File: src/rtl/seg_scan_ctrl.sv
// Time-multiplexed seven-segment scan controller with a shared hex decoder.
// Optional build macro: LEADING_ZERO_BLANK_EN (dark slots for leading zero digits).

module hex2seven_seg (
  input  logic [3:0] hex_i,
  output logic [6:0] seg_o
);
  // Common-anode segments, active-low, bit order {g,f,e,d,c,b,a}.
  always_comb begin
    seg_o = 7'h7f;
    case (hex_i)
      4'h0: seg_o = 7'b1000000;
      4'h1: seg_o = 7'b1111001;
      4'h2: seg_o = 7'b0100100;
      4'h3: seg_o = 7'b0110000;
      4'h4: seg_o = 7'b0011001;
      4'h5: seg_o = 7'b0010010;
      4'h6: seg_o = 7'b0000010;
      4'h7: seg_o = 7'b1111000;
      4'h8: seg_o = 7'b0000000;
      4'h9: seg_o = 7'b0010000;
      4'ha: seg_o = 7'b0001000;
      4'hb: seg_o = 7'b0000011;
      4'hc: seg_o = 7'b1000110;
      4'hd: seg_o = 7'b0100001;
      4'he: seg_o = 7'b0000110;
      4'hf: seg_o = 7'b0001110;
      default: seg_o = 7'h7f;
    endcase
  end
endmodule

module seg_scan_ctrl #(
  parameter int DIGITS       = 4,
  parameter int SCAN_DIV     = 50000,
  parameter int BLANK_CYCLES = 16
) (
  input  logic                  clk,
  input  logic                  reset,
  input  logic                  enable,
  input  logic [4*DIGITS-1:0]   value,
  input  logic [DIGITS-1:0]     dp_mask,
  output logic [6:0]            seven_segmnet,
  output logic                  dp,
  output logic [DIGITS-1:0]     digit_sel,
  output logic                  frame_tick
);
  localparam int IDXW = (DIGITS > 1) ? $clog2(DIGITS) : 1;
  localparam int PW   = $clog2(SCAN_DIV);
  localparam logic [PW-1:0]   PRESC_LAST = PW'(SCAN_DIV - 1);
  localparam logic [PW-1:0]   BLANK_LAST = PW'(BLANK_CYCLES - 1);
  localparam logic [IDXW-1:0] IDX_LAST   = IDXW'(DIGITS - 1);

  typedef enum logic {BLANK, SHOW} state_t;

  state_t                state_q, state_d;
  logic [IDXW-1:0]       idx_q, idx_d;
  logic [PW-1:0]         presc_q, presc_d;
  logic                  run_q, run_d;
  logic [4*DIGITS-1:0]   snap_val_q, snap_val_d;
  logic [DIGITS-1:0]     snap_dp_q, snap_dp_d;
  logic [3:0]            nib_q, nib_d;
  logic [DIGITS-1:0]     digit_sel_q, digit_sel_d;
  logic                  dp_q, dp_d;
  logic                  frame_tick_q, frame_tick_d;
  logic                  slot_end, show_d, lit_d;

  function automatic logic [3:0] pick_nib(input logic [4*DIGITS-1:0] v,
                                          input logic [IDXW-1:0] i);
    pick_nib = 4'h0;
    for (int k = 0; k < DIGITS; k++)
      if (i == IDXW'(k)) pick_nib = v[4*k +: 4];
  endfunction

  function automatic logic pick_bit(input logic [DIGITS-1:0] v,
                                    input logic [IDXW-1:0] i);
    pick_bit = 1'b0;
    for (int k = 0; k < DIGITS; k++)
      if (i == IDXW'(k)) pick_bit = v[k];
  endfunction

`ifdef LEADING_ZERO_BLANK_EN
  logic [IDXW-1:0] hi_q, hi_d;

  function automatic logic [IDXW-1:0] hi_digit(input logic [4*DIGITS-1:0] v);
    hi_digit = '0;
    for (int k = 0; k < DIGITS; k++)
      if (v[4*k +: 4] != 4'h0) hi_digit = IDXW'(k);
  endfunction
`endif

  always_comb begin
    state_d    = state_q;
    idx_d      = idx_q;
    presc_d    = presc_q;
    run_d      = run_q;
    snap_val_d = snap_val_q;
    snap_dp_d  = snap_dp_q;
    nib_d      = nib_q;
`ifdef LEADING_ZERO_BLANK_EN
    hi_d       = hi_q;
`endif
    slot_end   = (presc_q == PRESC_LAST);

    if (!enable) begin
      run_d   = 1'b0;
      state_d = BLANK;
      idx_d   = '0;
      presc_d = '0;
    end else if (!run_q || (slot_end && idx_q == IDX_LAST)) begin
      // Frame start: snapshot inputs so a frame never mixes old and new digits.
      run_d      = 1'b1;
      state_d    = BLANK;
      idx_d      = '0;
      presc_d    = '0;
      snap_val_d = value;
      snap_dp_d  = dp_mask;
      nib_d      = value[3:0];
`ifdef LEADING_ZERO_BLANK_EN
      hi_d       = hi_digit(value);
`endif
    end else if (slot_end) begin
      state_d = BLANK;
      idx_d   = idx_q + 1'b1;
      presc_d = '0;
      nib_d   = pick_nib(snap_val_q, idx_d);
    end else begin
      presc_d = presc_q + 1'b1;
      if (state_q == BLANK && presc_q == BLANK_LAST) state_d = SHOW;
    end

    // Outputs are registered from next-state values so they align with state.
    show_d = run_d && (state_d == SHOW);
    lit_d  = show_d;
`ifdef LEADING_ZERO_BLANK_EN
    if (idx_d > hi_d && !pick_bit(snap_dp_d, idx_d)) lit_d = 1'b0;
`endif
    for (int k = 0; k < DIGITS; k++)
      digit_sel_d[k] = !(lit_d && idx_d == IDXW'(k));
    dp_d         = show_d && pick_bit(snap_dp_d, idx_d);
    frame_tick_d = show_d && (presc_d == PRESC_LAST) && (idx_d == IDX_LAST);
  end

  always_ff @(posedge clk or negedge reset) begin
    if (!reset) begin
      state_q      <= BLANK;
      idx_q        <= '0;
      presc_q      <= '0;
      run_q        <= 1'b0;
      snap_val_q   <= '0;
      snap_dp_q    <= '0;
      nib_q        <= 4'h0;
      digit_sel_q  <= '1;
      dp_q         <= 1'b0;
      frame_tick_q <= 1'b0;
`ifdef LEADING_ZERO_BLANK_EN
      hi_q         <= '0;
`endif
    end else begin
      state_q      <= state_d;
      idx_q        <= idx_d;
      presc_q      <= presc_d;
      run_q        <= run_d;
      snap_val_q   <= snap_val_d;
      snap_dp_q    <= snap_dp_d;
      nib_q        <= nib_d;
      digit_sel_q  <= digit_sel_d;
      dp_q         <= dp_d;
      frame_tick_q <= frame_tick_d;
`ifdef LEADING_ZERO_BLANK_EN
      hi_q         <= hi_d;
`endif
    end
  end

  hex2seven_seg u_dec (
    .hex_i (nib_q),
    .seg_o (seven_segmnet)
  );

  assign digit_sel  = digit_sel_q;
  assign dp         = dp_q;
  assign frame_tick = frame_tick_q;
endmodule
File: config.mk
export PLATFORM = sky130hd
export DESIGN_NAME = seg_scan_ctrl
export DESIGN_NICKNAME = d
export VERILOG_FILES = /design/src/rtl/seg_scan_ctrl.sv
export SDC_FILE = /design/constraint.sdc
export NUM_CORES = 1
export LEC_CHECK = 0
export ABC_CLOCK_PERIOD_IN_PS = 2600
export BUFFER_PORTS_ARGS = -buffer_cell sky130_fd_sc_hd__buf_2
export CORE_UTILIZATION = 52
export CTS_CLUSTER_DIAMETER = 40
export DETAILED_ROUTE_END_ITERATION = 8
export GPL_ROUTABILITY_DRIVEN = 0
export MAX_ROUTING_LAYER = met4
export PLACE_DENSITY = 0.76
export SLEW_MARGIN = 25
export SYNTH_ARGS = -nofsm -noshare
export SYNTH_HDL_FRONTEND = slang
export SYNTH_SLANG_ARGS = --single-unit
File: constraint.sdc
create_clock -name clk -period 2.6 [get_ports clk]
set_clock_uncertainty 0.2 [all_clocks]
set_input_delay 0.52 -clock clk [delete_from_list [all_inputs] [get_ports clk]]
set_output_delay 0.52 -clock clk [all_outputs]
set_load 0.02 [all_outputs]
# ---- After elaboration in Yosys (flattened, before gate mapping)
# Memory sizes are Yosys's and may differ from the RTL's.
# Index checks and enable logic that the tools add are counted.
dict set report classes {
  add_sub_neg 2
  multipliers 0
  div 0
  n_lt_le_gt_ge 0
  eq_ne 10
  shift 0
  n_mux 24
  n_bitwise 1
  n_reduce_logical 21
}
# op n
set ops {}
lappend ops {{16-bit 2-to-1 mux} 3}
lappend ops {{16-bit equality test (second input constant)} 2}
lappend ops {{4-bit 2-to-1 mux} 8}
lappend ops {{16-bit by 1-bit adder with 16-bit output (second input constant)} 1}
lappend ops {{16-bit by 4-bit equality test with 1-bit output (second input constant)} 1}
lappend ops {{2-bit equality test (second input constant)} 5}
lappend ops {{1-bit logical AND} 10}
lappend ops {{1-bit 2-to-1 mux} 10}
lappend ops {{2-bit 2-to-1 mux} 3}
lappend ops {{1-bit logical NOT} 5}
lappend ops {{2-bit by 1-bit equality test with 1-bit output (second input constant)} 2}
lappend ops {{2-bit logical NOT} 2}
lappend ops {{2-bit AND reduction} 2}
lappend ops {{2-bit by 1-bit adder with 2-bit output (second input constant)} 1}
lappend ops {{2-bit nonzero test} 1}
lappend ops {{1-bit logical OR} 1}
lappend ops {{1-bit inverter} 1}
dict set report totals {
  register_bits 50
  latch_bits 0
  ramBits 0
  rom_bits 112
  input_bits 23
  output_inout_bits 13
  elab_cells 69
  mem_count 1
}
# memory depth width read_ports rd_ports_with_merged_regs write_ports line
set memory_table {}
lappend memory_table {{(no name shown)} 16 7 1 0 0 11} ;# case (hex_i)

# ---- Longest topological paths before layout
# Gate-level depths: netlist of the first run.
dict set report depth {
  ltp_word 11
  mapped_depth 9
  ltp_nobuf 7
}

# ---- By module
# A second synthesis of the first run with hierarchy kept.
dict set report unflattened {
  hier_cells 282
  hier_area_um2 3000.4
}
# mod n_inst cells_per_inst area_per_inst_um2 seq_area_each_um2
set modules_own_cells {}
lappend modules_own_cells {seg_scan_ctrl 1 250 2725.1 1256.2}
lappend modules_own_cells {hex2seven_seg 1 32 275.3 0.0}

# ---- Least setup slack after synthesis of the first run
# No wires, ideal clock.
dict set report synth_path {
  path_kind {flip-flop to flip-flop}
  startpoint {register presc_q[7]}
  endpoint {register snap_dp_q[0]}
  setup_time_ns 0.125
  arrival_ns 2.418
  t_required_ns 2.275
  slack_ns -0.144
  stages_incl_launch_ff 9
  path_buffers 3
  synth_period_minus_slack_ns 2.744
  cell_sequence {dfrtp_1 -> buf_6 -> or4_4 -> or4_4 -> buf_6 -> o21ai_4 -> nand2_4 -> buf_6 -> mux2_4}
}
dict set report synth_via {
  elab_chain_cells 5
}
# item line
set synth_rtl {}
lappend synth_rtl {{from (decl)} 58} ;# logic [PW-1:0] presc_q, presc_d;
lappend synth_rtl {{from (signal assigned)} 162} ;# presc_q <= presc_d;
lappend synth_rtl {{16-bit equality test} 103} ;# slot_end = (presc_q == PRESC_LAST);
lappend synth_rtl {{1-bit logical AND} 110} ;# end else if (!run_q || (slot_end && idx_q == IDX_LAST)) begin
lappend synth_rtl {{1-bit logical OR} 110}
lappend synth_rtl {{4-bit 2-to-1 mux} 110}
lappend synth_rtl {{4-bit 2-to-1 mux} 105} ;# if (!enable) begin
lappend synth_rtl {{net snap_dp_d[0]} 61} ;# logic [DIGITS-1:0] snap_dp_q, snap_dp_d;
lappend synth_rtl {{to (signal assigned)} 165} ;# snap_dp_q <= snap_dp_d;
lappend synth_rtl {{to (decl)} 61}
# The timed path passes the listed nets, and every way through them passes these cells.
# A chain may end at the register's enable or synchronous reset.

# ---- Final worst setup path of the first run
dict set report layout_path {
  startpoint {register presc_q[7]}
  endpoint {register snap_val_q[9]}
}
dict set report layout_via {
  elab_chain_cells 4
}
# item line
set layout_rtl {}
lappend layout_rtl {{16-bit equality test} 103}
lappend layout_rtl {{1-bit logical AND} 110}
lappend layout_rtl {{1-bit logical OR} 110}
lappend layout_rtl {{2-bit AND reduction (no line)} --}
lappend layout_rtl {{to (signal assigned)} 164} ;# snap_val_q <= snap_val_d;
lappend layout_rtl {{to (decl)} 60} ;# logic [4*DIGITS-1:0] snap_val_q, snap_val_d;
# No other way between the ends.

==> results of run 1 <==
==> routing by layer <==
layer | part of all wire (%) | up-vias
met5 | 0 | -
met4 | 1.8 | 0
met3 | 5.8 | 13
met2 | 48 | 83
met1 | 44 | 1065
li1 | - | 1085
==> kinds of logic after synthesis <==
family / Yosys count / share of synthesized area [%]
AND/OR/NAND/NOR: 96 / 18.66
flip-flops: 50 / 44.50
AO/OA/AOI/OAI: 45 / 10.99
multiplexers: 28 / 12.63
buffers and inverters: 26 / 4.299
XOR/XNOR: 13 / 4.034
adder cells (fa/ha/maj): 11 / 4.876
==> repair_timing <==
action	CTS	global route
setup endpoints to repair	16	24
gates cloned	2	0
resized for setup	6	15
setup buffers	4	2
pin swaps	2	1
==> worst max-delay path, stage by stage, from the launching register on <==
cell and delay (ns):
sky130_fd_sc_hd__dfrtp_1 0.39, sky130_fd_sc_hd__or4_4 0.56, sky130_fd_sc_hd__buf_6 0.14, sky130_fd_sc_hd__or4_4 0.45, sky130_fd_sc_hd__o21ai_4 0.20, sky130_fd_sc_hd__buf_12 0.14, sky130_fd_sc_hd__nand2_4 0.09, sky130_fd_sc_hd__mux2_2 0.31
==> layout by cell type, fill, tap and decap left out, types with 3 or more instances in the layout <==
cell type,instances
sky130_fd_sc_hd__dfstp_2,4
sky130_fd_sc_hd__mux2_4,10
sky130_fd_sc_hd__nand4_1,5
sky130_fd_sc_hd__or3_1,5
sky130_fd_sc_hd__xor2_1,6
sky130_fd_sc_hd__nand3_1,9
sky130_fd_sc_hd__a21oi_1,14
sky130_fd_sc_hd__buf_2,34
sky130_fd_sc_hd__buf_4,22
sky130_fd_sc_hd__ha_1,10
sky130_fd_sc_hd__or4_4,3
sky130_fd_sc_hd__buf_6,3
sky130_fd_sc_hd__dfrtp_1,44
sky130_fd_sc_hd__o31ai_1,3
sky130_fd_sc_hd__o21ai_0,4
sky130_fd_sc_hd__clkbuf_8,5
sky130_fd_sc_hd__mux2_2,11
sky130_fd_sc_hd__nand3b_1,3
sky130_fd_sc_hd__mux2i_1,6
sky130_fd_sc_hd__nor3_1,4
sky130_fd_sc_hd__a221oi_1,3
sky130_fd_sc_hd__xnor2_1,7
sky130_fd_sc_hd__nor2_1,27
sky130_fd_sc_hd__o21ai_1,3
sky130_fd_sc_hd__a22o_1,3
sky130_fd_sc_hd__a211o_1,3
sky130_fd_sc_hd__inv_1,9
sky130_fd_sc_hd__nand2_1,18
sky130_fd_sc_hd__and4_1,4
==> final timing paths <==
check,startpoint,to,slack (ns),cells after the start
min in group clk,value[11],snap_val_q[11],0.24,2
setup reg to reg,presc_q[7],snap_val_q[9],0.01,7
hold / removal,reset,dp,0.09,1
hold reg to reg,presc_q[0],presc_q[0],0.28,1
setup / recovery,presc_q[7],snap_val_q[9],0.01,7
max in group asynchronous,reset,presc_q[5],1.46,2
==> cell type report <==
type	instances	area [um^2]
Inverter	11	43.79
Fill cell	381	1755
Sequential cell	50	1259
Timing Repair Buffer	61	409.1
Multi-Input combinational cell	195	1534
Tap cell	70	87.58
Clock buffer	7	76.32
Clock inverter	1	7.507
==> flip-flops by register name (all words and copies together), names as in the netlist <==
register / flops
idx_q: 2
frame_tick: 1
snap_dp_q: 4
presc_q: 16
state_q: 1
snap_val_q: 16
dp: 1
digit_sel: 4
nib_q: 4
run_q: 1
==> stage by stage <==
step	instances	hold WS (ns)	TNS [ns]	util, %	total power [mW]
after floorplan	269	0.02441	-1.119	-	1.124
after global placement	379	0.2678	-0.0007980	61.08	1.213
after detailed placement	379	0.2722	-0.03212	61.08	1.226
after CTS	393	0.1272	0	64.49	1.680
after global routing	395	0.1493	-0.4176	66.06	1.783
final	395	0.09137	0	66.06	1.695
==> report_power, final <==
part | internal, mW | leakage, nW | switching, mW
logic | 0.188 | 0.856 | 0.169
clock network | 0.191 | 0.0385 | 0.251
registers | 0.836 | 0.626 | 0.0609
total | 1.21 | 1.52 | 0.481
==> impl_metrics.csv, run 1 <==
group,metric,value,unit
run_status,result_of_the_run,"complete, no violations",
yosys,syn_inst,269,
cells_and_area,final_net_count,358,
yosys,yosysSeqAreaShare,44.50,%
yosys,postSynthAreaPerCell,10.49,um^2
global_routing,grt.overflow.total,0,
yosys,post-synth-top-count-cell,"sky130_fd_sc_hd__dfrtp_1",
detailed_routing,drt_iter0_drcs,194,
detailed_routing,routed_via_density,5.686,
sta,report.final.setup_viol,0,
detailed_routing,count_of_tritonroute_iterations_in_the_first_routing_pass,5,
clock_network,htree_num_levels,2,
global_routing,grt.met3_usage,4.630,%
cells_and_area,area_growth,21.06,%
clock_network,clkSinkCount,50,
place,dpl-instance-area,0.003159,mm^2
global_routing,gr-max-usage-layer,"met2",
floorplanning,fp.dieArea,0.005727,mm^2
clock_network,clk_pin_slew_worst_paths,0.09,ns
clock_network,cts_tree,"yes",
worst_setup_path,timing.setup.critical_path_class,"reg2reg",
yosys,synthesis.nets,303,
global_routing,grtUsageTotal,24.50,%
place,preCtsSetupSlack,-0.03212,ns
hold_path,min_delay_path_class,"in2async",
yosys,ys_warn_count,0,
floorplanning,die_height,75.68,um
sta,worst_slew_margin_rel,47.21,%
clock_network,ctsRootBufferMaster,"sky130_fd_sc_hd__clkbuf_8",
worst_setup_path,crit_arrival,2.58,ns
place,buffer_ports.inserted,35,
floorplanning,floorplan.core_area,0.005172,mm^2
yosys,post_synth_most_frequent_cells,"46 x sky130_fd_sc_hd__dfrtp_1, 27 x sky130_fd_sc_hd__nor2_1, 18 x sky130_fd_sc_hd__nand2_1",
detailed_routing,post_drt_wl_per_cell,15.70,um
global_routing,grt_antenna_before_repair,0,
cells_and_area,final_cell_area,0.003417,mm^2
power_and_ir_drop,worst_ir_drop_vdd,0.0003947,V
floorplanning,start_util,54.57,%
clock_network,buffer_levels_on_the_longest_clock_path,2,
sta,finalHoldViolations,0,
sta,report.final.slew_viol_count,0,
yosys,ys_seq_elements,50,
yosys,synth_largest_area_cell,"sky130_fd_sc_hd__dfrtp_1",
sta,tightestPinTransition,0.7919,ns
power_and_ir_drop,p_per_area,496.1,mW/mm^2
global_routing,grt_max_degree,38,
floorplanning,floorplan.io_pins,36,
worst_setup_path,crit_fanout,9,
power_and_ir_drop,power.static_leakage,1.520,nW
worst_setup_path,end_kind,"flip-flop",
yosys,ys_async_rst_share,100.0,%
detailed_routing,postRouteWirelength,6201,um
clock_network,clock_latency,0.30,ns
cells_and_area,n_antenna_cell,0,
sta,grt_setup_unrepaired,"yes",
flow_run,reported_max_cap_violation_count,0,
clock_network,cts_buffers,5,
global_routing,gr-usage-met1,32.21,%
yosys,postSynth.topFlopCell,"sky130_fd_sc_hd__dfrtp_1",
global_routing,grt_pass1_vias,2072,
sta,period_minus_slack,2.588,ns
global_routing,grt_use_met2,38.10,%
yosys,top_area_cell_type_share_of_the_netlist_area,40.78,%
yosys,synth.area.top_cells,"sky130_fd_sc_hd__dfrtp_1 41%, sky130_fd_sc_hd__mux2_4 5.3%, sky130_fd_sc_hd__ha_1 4.9%",
cells_and_area,drive_gt1_share,34.77,%
place,hpwlAfterDp,4232,um
yosys,cell_area_synth,0.002823,mm^2
detailed_routing,antenna_left,0,
global_routing,grt_pass1_wl,9901,um
floorplanning,placementRows,26,
sta,finalWorstSetupSlack,0.01178,ns
sta,timing.fmax,0.3864,GHz
worst_setup_path,launching_element_type_of_the_critical_path,"flip-flop",
worst_setup_path,worst_ep_required_time,2.59,ns
yosys,synthDistinctLibCells,49,
floorplanning,die_width,75.68,um
detailed_routing,vias,2246,
detailed_routing,drc,0,
yosys,synth-edff-count,0,
clock_network,cts_hold_buf,0,
sta,min_period_over_period,99.55,%
No activity file was read; power rests on OpenSTA's default activity.
==> inputs of run 2 (changes only) <==
CORE_ASPECT_RATIO = 2   (was unset)
REMOVE_ABC_BUFFERS = 1   (was unset)
==> impl_metrics.csv, run 2 (synthesis gave the netlist of run 1 again) <==
group,metric,value,unit
sta,worst_slew_margin_rel,58.43,%
worst_setup_path,timing.setup.critical_path_class,"reg2reg",
worst_setup_path,end_kind,"flip-flop",
worst_setup_path,crit_arrival,2.52,ns
global_routing,grt.met3_usage,3.720,%
worst_setup_path,regToRegStartpoint,"presc_q[7]",
floorplanning,start_util,54.44,%
sta,report.final.slew_viol_count,0,
run_status,result_of_the_run,"complete, no violations",
floorplanning,fp.dieArea,0.005745,mm^2
cells_and_area,reg.largest.list,"presc_q (16), snap_val_q (16)",
cells_and_area,mostFrequentLayoutCell,"sky130_fd_sc_hd__dfrtp_1",
worst_setup_path,crit_fanout,19,
global_routing,grt_use_met2,46.21,%
global_routing,grt.overflow.total,0,
floorplanning,floorplan.io_pins,36,
worst_setup_path,timing.critical_path.from,"presc_q[7]",
worst_setup_path,worst_ep_required_time,2.60,ns
cells_and_area,commonest_cells_after_routing_fill_and_taps_aside,"43 x sky130_fd_sc_hd__dfrtp_1, 34 x sky130_fd_sc_hd__buf_2, 27 x sky130_fd_sc_hd__nor2_1, 20 x sky130_fd_sc_hd__buf_4, 18 x sky130_fd_sc_hd__nand2_1",
detailed_routing,drc,0,
global_routing,grt_max_degree,51,
global_routing,gr-usage-met1,23.94,%
sta,period_minus_slack,2.524,ns
global_routing,grt_pass1_vias,2244,
global_routing,grtUsageTotal,25.70,%
sta,totalNegativeSetupSlack,0,ns
detailed_routing,routed_via_density,5.947,
place,buffer_ports.inserted,35,
power_and_ir_drop,p_per_area,519.0,mW/mm^2
clock_network,clk_pin_slew_worst_paths,0.09,ns
global_routing,grt_pass1_wl,10180,um
clock_network,cts_buffers,5,
sta,tightestPinTransition,0.6236,ns
worst_setup_path,rrSetupSlack,0.08,ns
global_routing,grt_antenna_before_repair,0,
cells_and_area,final_net_count,351,
detailed_routing,antenna_left,0,
clock_network,buffer_levels_on_the_longest_clock_path,2,
sta,finalHoldViolations,0,
floorplanning,floorplan.core_area,0.005185,mm^2
clock_network,htree_num_levels,2,
floorplanning,placementRows,37,
floorplanning,die_width,54.10,um
cells_and_area,multiInputGateArea,0.001485,mm^2
detailed_routing,postRouteWirelength,6493,um
detailed_routing,vias,2236,
detailed_routing,count_of_tritonroute_iterations_in_the_first_routing_pass,4,
cells_and_area,n_antenna_cell,0,
clock_network,cts_tree,"yes",
detailed_routing,post_drt_wl_per_cell,17.27,um
power_and_ir_drop,power.static_leakage,1.481,nW
worst_setup_path,launching_element_type_of_the_critical_path,"flip-flop",
sta,report.final.setup_viol,0,
sta,timing.fmax,0.3962,GHz
flow_run,reported_max_cap_violation_count,0,
cells_and_area,drive_gt1_share,33.96,%
cells_and_area,fin_util,63.80,%
power_and_ir_drop,worst_ir_drop_vdd,0.0003988,V
global_routing,gr-max-usage-layer,"met2",
hold_path,min_delay_path_class,"in2async",
cells_and_area,n_fill_cell,447,
clock_network,ctsRootBufferMaster,"sky130_fd_sc_hd__clkbuf_8",
sta,min_period_over_period,97.08,%
clock_network,clock_latency,0.31,ns
detailed_routing,drt_iter0_drcs,54,
cells_and_area,area_growth,17.20,%
sta,grt_setup_unrepaired,"no",
cells_and_area,final-seq-area,0.001260,mm^2
floorplanning,die_height,106.2,um
clock_network,clkSinkCount,50,
place,hpwlAfterDp,4876,um
[run 2: worst max-delay path, cell delays in order (launching register included)]
cell	delay, ns
sky130_fd_sc_hd__dfrtp_1	0.39
sky130_fd_sc_hd__or4_4	0.55
sky130_fd_sc_hd__or4_4	0.55
sky130_fd_sc_hd__o21ai_4	0.22
sky130_fd_sc_hd__nand2_8	0.17
sky130_fd_sc_hd__mux2_4	0.33
[run 2: repair_timing]
action                     4_1_cts  5_1_grt
pin swaps                        1        2
setup endpoints to repair        3        6
gates resized for setup          2       15
hold buffers                     0        0
setup buffers                    0        1
[run 2: routing by layer]
metal / vias up / wire length (um)
met1: 1112 / 2266
met5: - / 0
met3: 18 / 168
li1: 1063 / -
met4: 0 / 270
met2: 43 / 3788
[run 2: worst paths after layout]
| path | end | cells after the start |
|---|---|---|
| worst max-delay path | snap_val_q[13] | 5 |
| worst min register to register | presc_q[0] | 1 |
| min in group clk | snap_val_q[12] | 2 |
| worst max register to register | snap_val_q[13] | 5 |
| worst min-delay path | state_q | 2 |
| max in group asynchronous | nib_q[1] | 2 |
[run 2: cell type report]
| type | instances | area share (%) |
|---|---|---|
| clock buffer | 6 | 2.496 |
| clock inverter | 2 | 0.3782 |
| inverter | 11 | 1.324 |
| multi-input combinational | 193 | 44.89 |
| sequential | 50 | 38.09 |
| tap | 58 | 2.194 |
| timing repair buffer | 56 | 10.63 |
[run 2: power by group]
part / switching [mW] / total (mW) / internal, mW
clock network: 0.263 / 0.477 / 0.214
registers: 0.0575 / 0.894 / 0.836
logic: 0.170 / 0.346 / 0.176
[run 2: per-stage QoR]
stage	std cells	power [mW]	hold WS, ns	worst slack (ns)	instance area, um^2
2_1_floorplan	254	1.115	0.02441	0.005718	2743
3_3_place_gp	367	1.223	0.2767	0.05611	3153
3_5_place_dp	367	1.238	0.2928	0.01618	3153
4_1_cts	375	1.718	0.1241	0.01297	3248
5_1_grt	376	1.801	0.1558	0.02339	3308
6_report	376	1.717	0.1013	0.07599	3308
==> inputs of run 3 (changes only) <==
ABC_CLOCK_PERIOD_IN_PS = 2300   (was 2600)
clock period = 2.3 ns   (was 2.6 ns; I/O delays follow)
==> impl_metrics.csv, run 3 (synthesis gave the netlist of run 1 again) <==
group,metric,value,unit
run_status,result_of_the_run,"finished, violations left",
run_status,violations_in_the_final_reports,"negative setup slack",
clock_network,clk_pin_slew_worst_paths,0.09,ns
worst_setup_path,launching_element_type_of_the_critical_path,"flip-flop",
worst_setup_path,cp_cell_sequence,"or4b_4 > or4_4 > o21ai_4 > nand2_8 > mux2_4",
worst_setup_path,end_kind,"flip-flop",
floorplanning,fp.dieArea,0.005745,mm^2
detailed_routing,antenna_left,0,
cells_and_area,n_fill_cell,392,
sta,worst_slew_margin_rel,59.60,%
worst_setup_path,crit_arrival,2.54,ns
global_routing,grtUsageTotal,27.48,%
floorplanning,floorplan.core_area,0.005185,mm^2
place,hpwlAfterDp,5254,um
floorplanning,die_height,106.2,um
floorplanning,floorplan.io_pins,36,
sta,finalWorstSetupSlack,-0.2358,ns
global_routing,grt_pass1_vias,2453,
sta,tightestPinTransition,0.6019,ns
cells_and_area,n_antenna_cell,0,
clock_network,clkSinkCount,50,
detailed_routing,count_of_tritonroute_iterations_in_the_first_routing_pass,4,
cells_and_area,commonest_cells_after_routing_fill_and_taps_aside,"45 x sky130_fd_sc_hd__dfrtp_1, 41 x sky130_fd_sc_hd__buf_4, 31 x sky130_fd_sc_hd__buf_2, 25 x sky130_fd_sc_hd__nor2_1, 18 x sky130_fd_sc_hd__nand2_1",
sta,finalHoldViolations,0,
sta,report.final.slew_viol_count,0,
global_routing,grt_max_degree,30,
clock_network,ctsRootBufferMaster,"sky130_fd_sc_hd__clkbuf_8",
floorplanning,die_width,54.10,um
cells_and_area,final_cell_area,0.003665,mm^2
worst_setup_path,cell_family_with_most_cp_delay,"simple AND/OR/NAND/NOR gates",
power_and_ir_drop,power.static_leakage,1.631,nW
clock_network,buffer_levels_on_the_longest_clock_path,2,
cells_and_area,finalNonFillerCells,402,
sta,totalNegativeSetupSlack,-7.340,ns
power_and_ir_drop,worst_ir_drop_vdd,0.0005327,V
cells_and_area,area_growth,29.83,%
clock_network,cts_buffers,5,
floorplanning,start_util,54.44,%
global_routing,grt_antenna_before_repair,0,
detailed_routing,drt_iter0_drcs,64,
worst_setup_path,cpPeakStageDelay,0.56,ns
sta,report.final.setup_viol,45,
floorplanning,placementRows,37,
detailed_routing,drc,0,
sta,min_period_over_period,110.3,%
place,dpl-instance-area,0.003316,mm^2
detailed_routing,vias,2338,
place,buffer_ports.inserted,35,
detailed_routing,post_drt_wl_per_cell,17.73,um
detailed_routing,routed_via_density,5.816,
worst_setup_path,timing.setup.critical_path_class,"reg2reg",
worst_setup_path,crit_fanout,19,
sta,final.hold.worst_slack,0.1743,ns
cells_and_area,reg.largest.list,"presc_q (16), snap_val_q (16)",
flow_run,reported_max_cap_violation_count,0,
cells_and_area,mostFrequentLayoutCell,"sky130_fd_sc_hd__dfrtp_1",
cells_and_area,fin_util,70.68,%
worst_setup_path,worst_ep_required_time,2.30,ns
place,preCtsSetupSlack,-0.2383,ns
cells_and_area,final_net_count,377,
hold_path,min_delay_path_class,"in2reg",
clock_network,htree_num_levels,2,
cells_and_area,drive_gt1_share,41.28,%
sta,grt_setup_unrepaired,"yes",
global_routing,grt.overflow.total,0,
sta,timing.fmax,0.3943,GHz
worst_setup_path,path_buf_inv,0,
clock_network,cts_tree,"yes",
worst_setup_path,slowest_stage,"sky130_fd_sc_hd__or4b_4",
power_and_ir_drop,design_power_total,2.098,mW
clock_network,clock_latency,0.31,ns
sta,period_minus_slack,2.536,ns
global_routing,grt_pass1_wl,11050,um
power_and_ir_drop,p_per_area,572.4,mW/mm^2
place,dp_cells,387,
detailed_routing,postRouteWirelength,7126,um
-- run 3: cell count changes in the layout (fill, tap and decap cells not counted), sizes merged --
cell / before / now
clkbuf: 6 / 7
dlygate4sd3: 0 / 1
clkinv: 1 / 0
buf: 56 / 81
bufinv: 0 / 1
clkinvlp: 1 / 0
-- run 3: power breakdown --
part | internal (mW) | switching [mW]
clock network | 0.326 | 0.288
registers | 0.944 | 0.0587
logic | 0.254 | 0.228
-- run 3: cell type report --
type	count	area [um^2]	share of cell area [%]
tap	58	72.57	1.980
clock buffer	7	76.32	2.083
sequential	50	1257	34.31
timing repair buffer	82	591.8	16.15
multi-input combinational	193	1590	43.39
clock inverter	1	30.03	0.8194
inverter	11	46.29	1.263
-- run 3: per-layer routing --
| metal | vias to the layer above | share of wire, % | track usage (%) | routed length, um |
|---|---|---|---|---|
| met3 | 20 | 2.0 | 3.863 | 139 |
| met2 | 45 | 60 | 49.82 | 4298 |
| li1 | 1114 | - | - | - |
| met1 | 1159 | 34 | 25.94 | 2451 |
| met5 | - | 0 | - | 0 |
| met4 | 0 | 3.3 | 14.29 | 236 |
-- run 3: path summary, 6_finish.rpt --
| path | start | endpoint | slack (ns) | cells after the start |
|---|---|---|---|---|
| hold / removal | dp_mask[2] | snap_dp_q[2] | 0.17 | 2 |
| setup / recovery | presc_q[13] | snap_val_q[14] | -0.24 | 5 |
| min in group asynchronous | reset | dp | 0.46 | 2 |
| hold reg to reg | snap_val_q[4] | snap_val_q[4] | 0.32 | 1 |
| max in group asynchronous | reset | digit_sel[3] | 0.84 | 3 |
| setup reg to reg | presc_q[13] | snap_val_q[14] | -0.24 | 5 |
-- run 3: what timing repair did --
action / in CTS / in global routing
hold endpoints to repair: 18 / 0
pin swaps: 4 / 4
hold buffers: 1 / 0
resized for setup: 24 / 21
setup endpoints to repair: 50 / 51
setup buffers: 1 / 5
cloned: 0 / 0
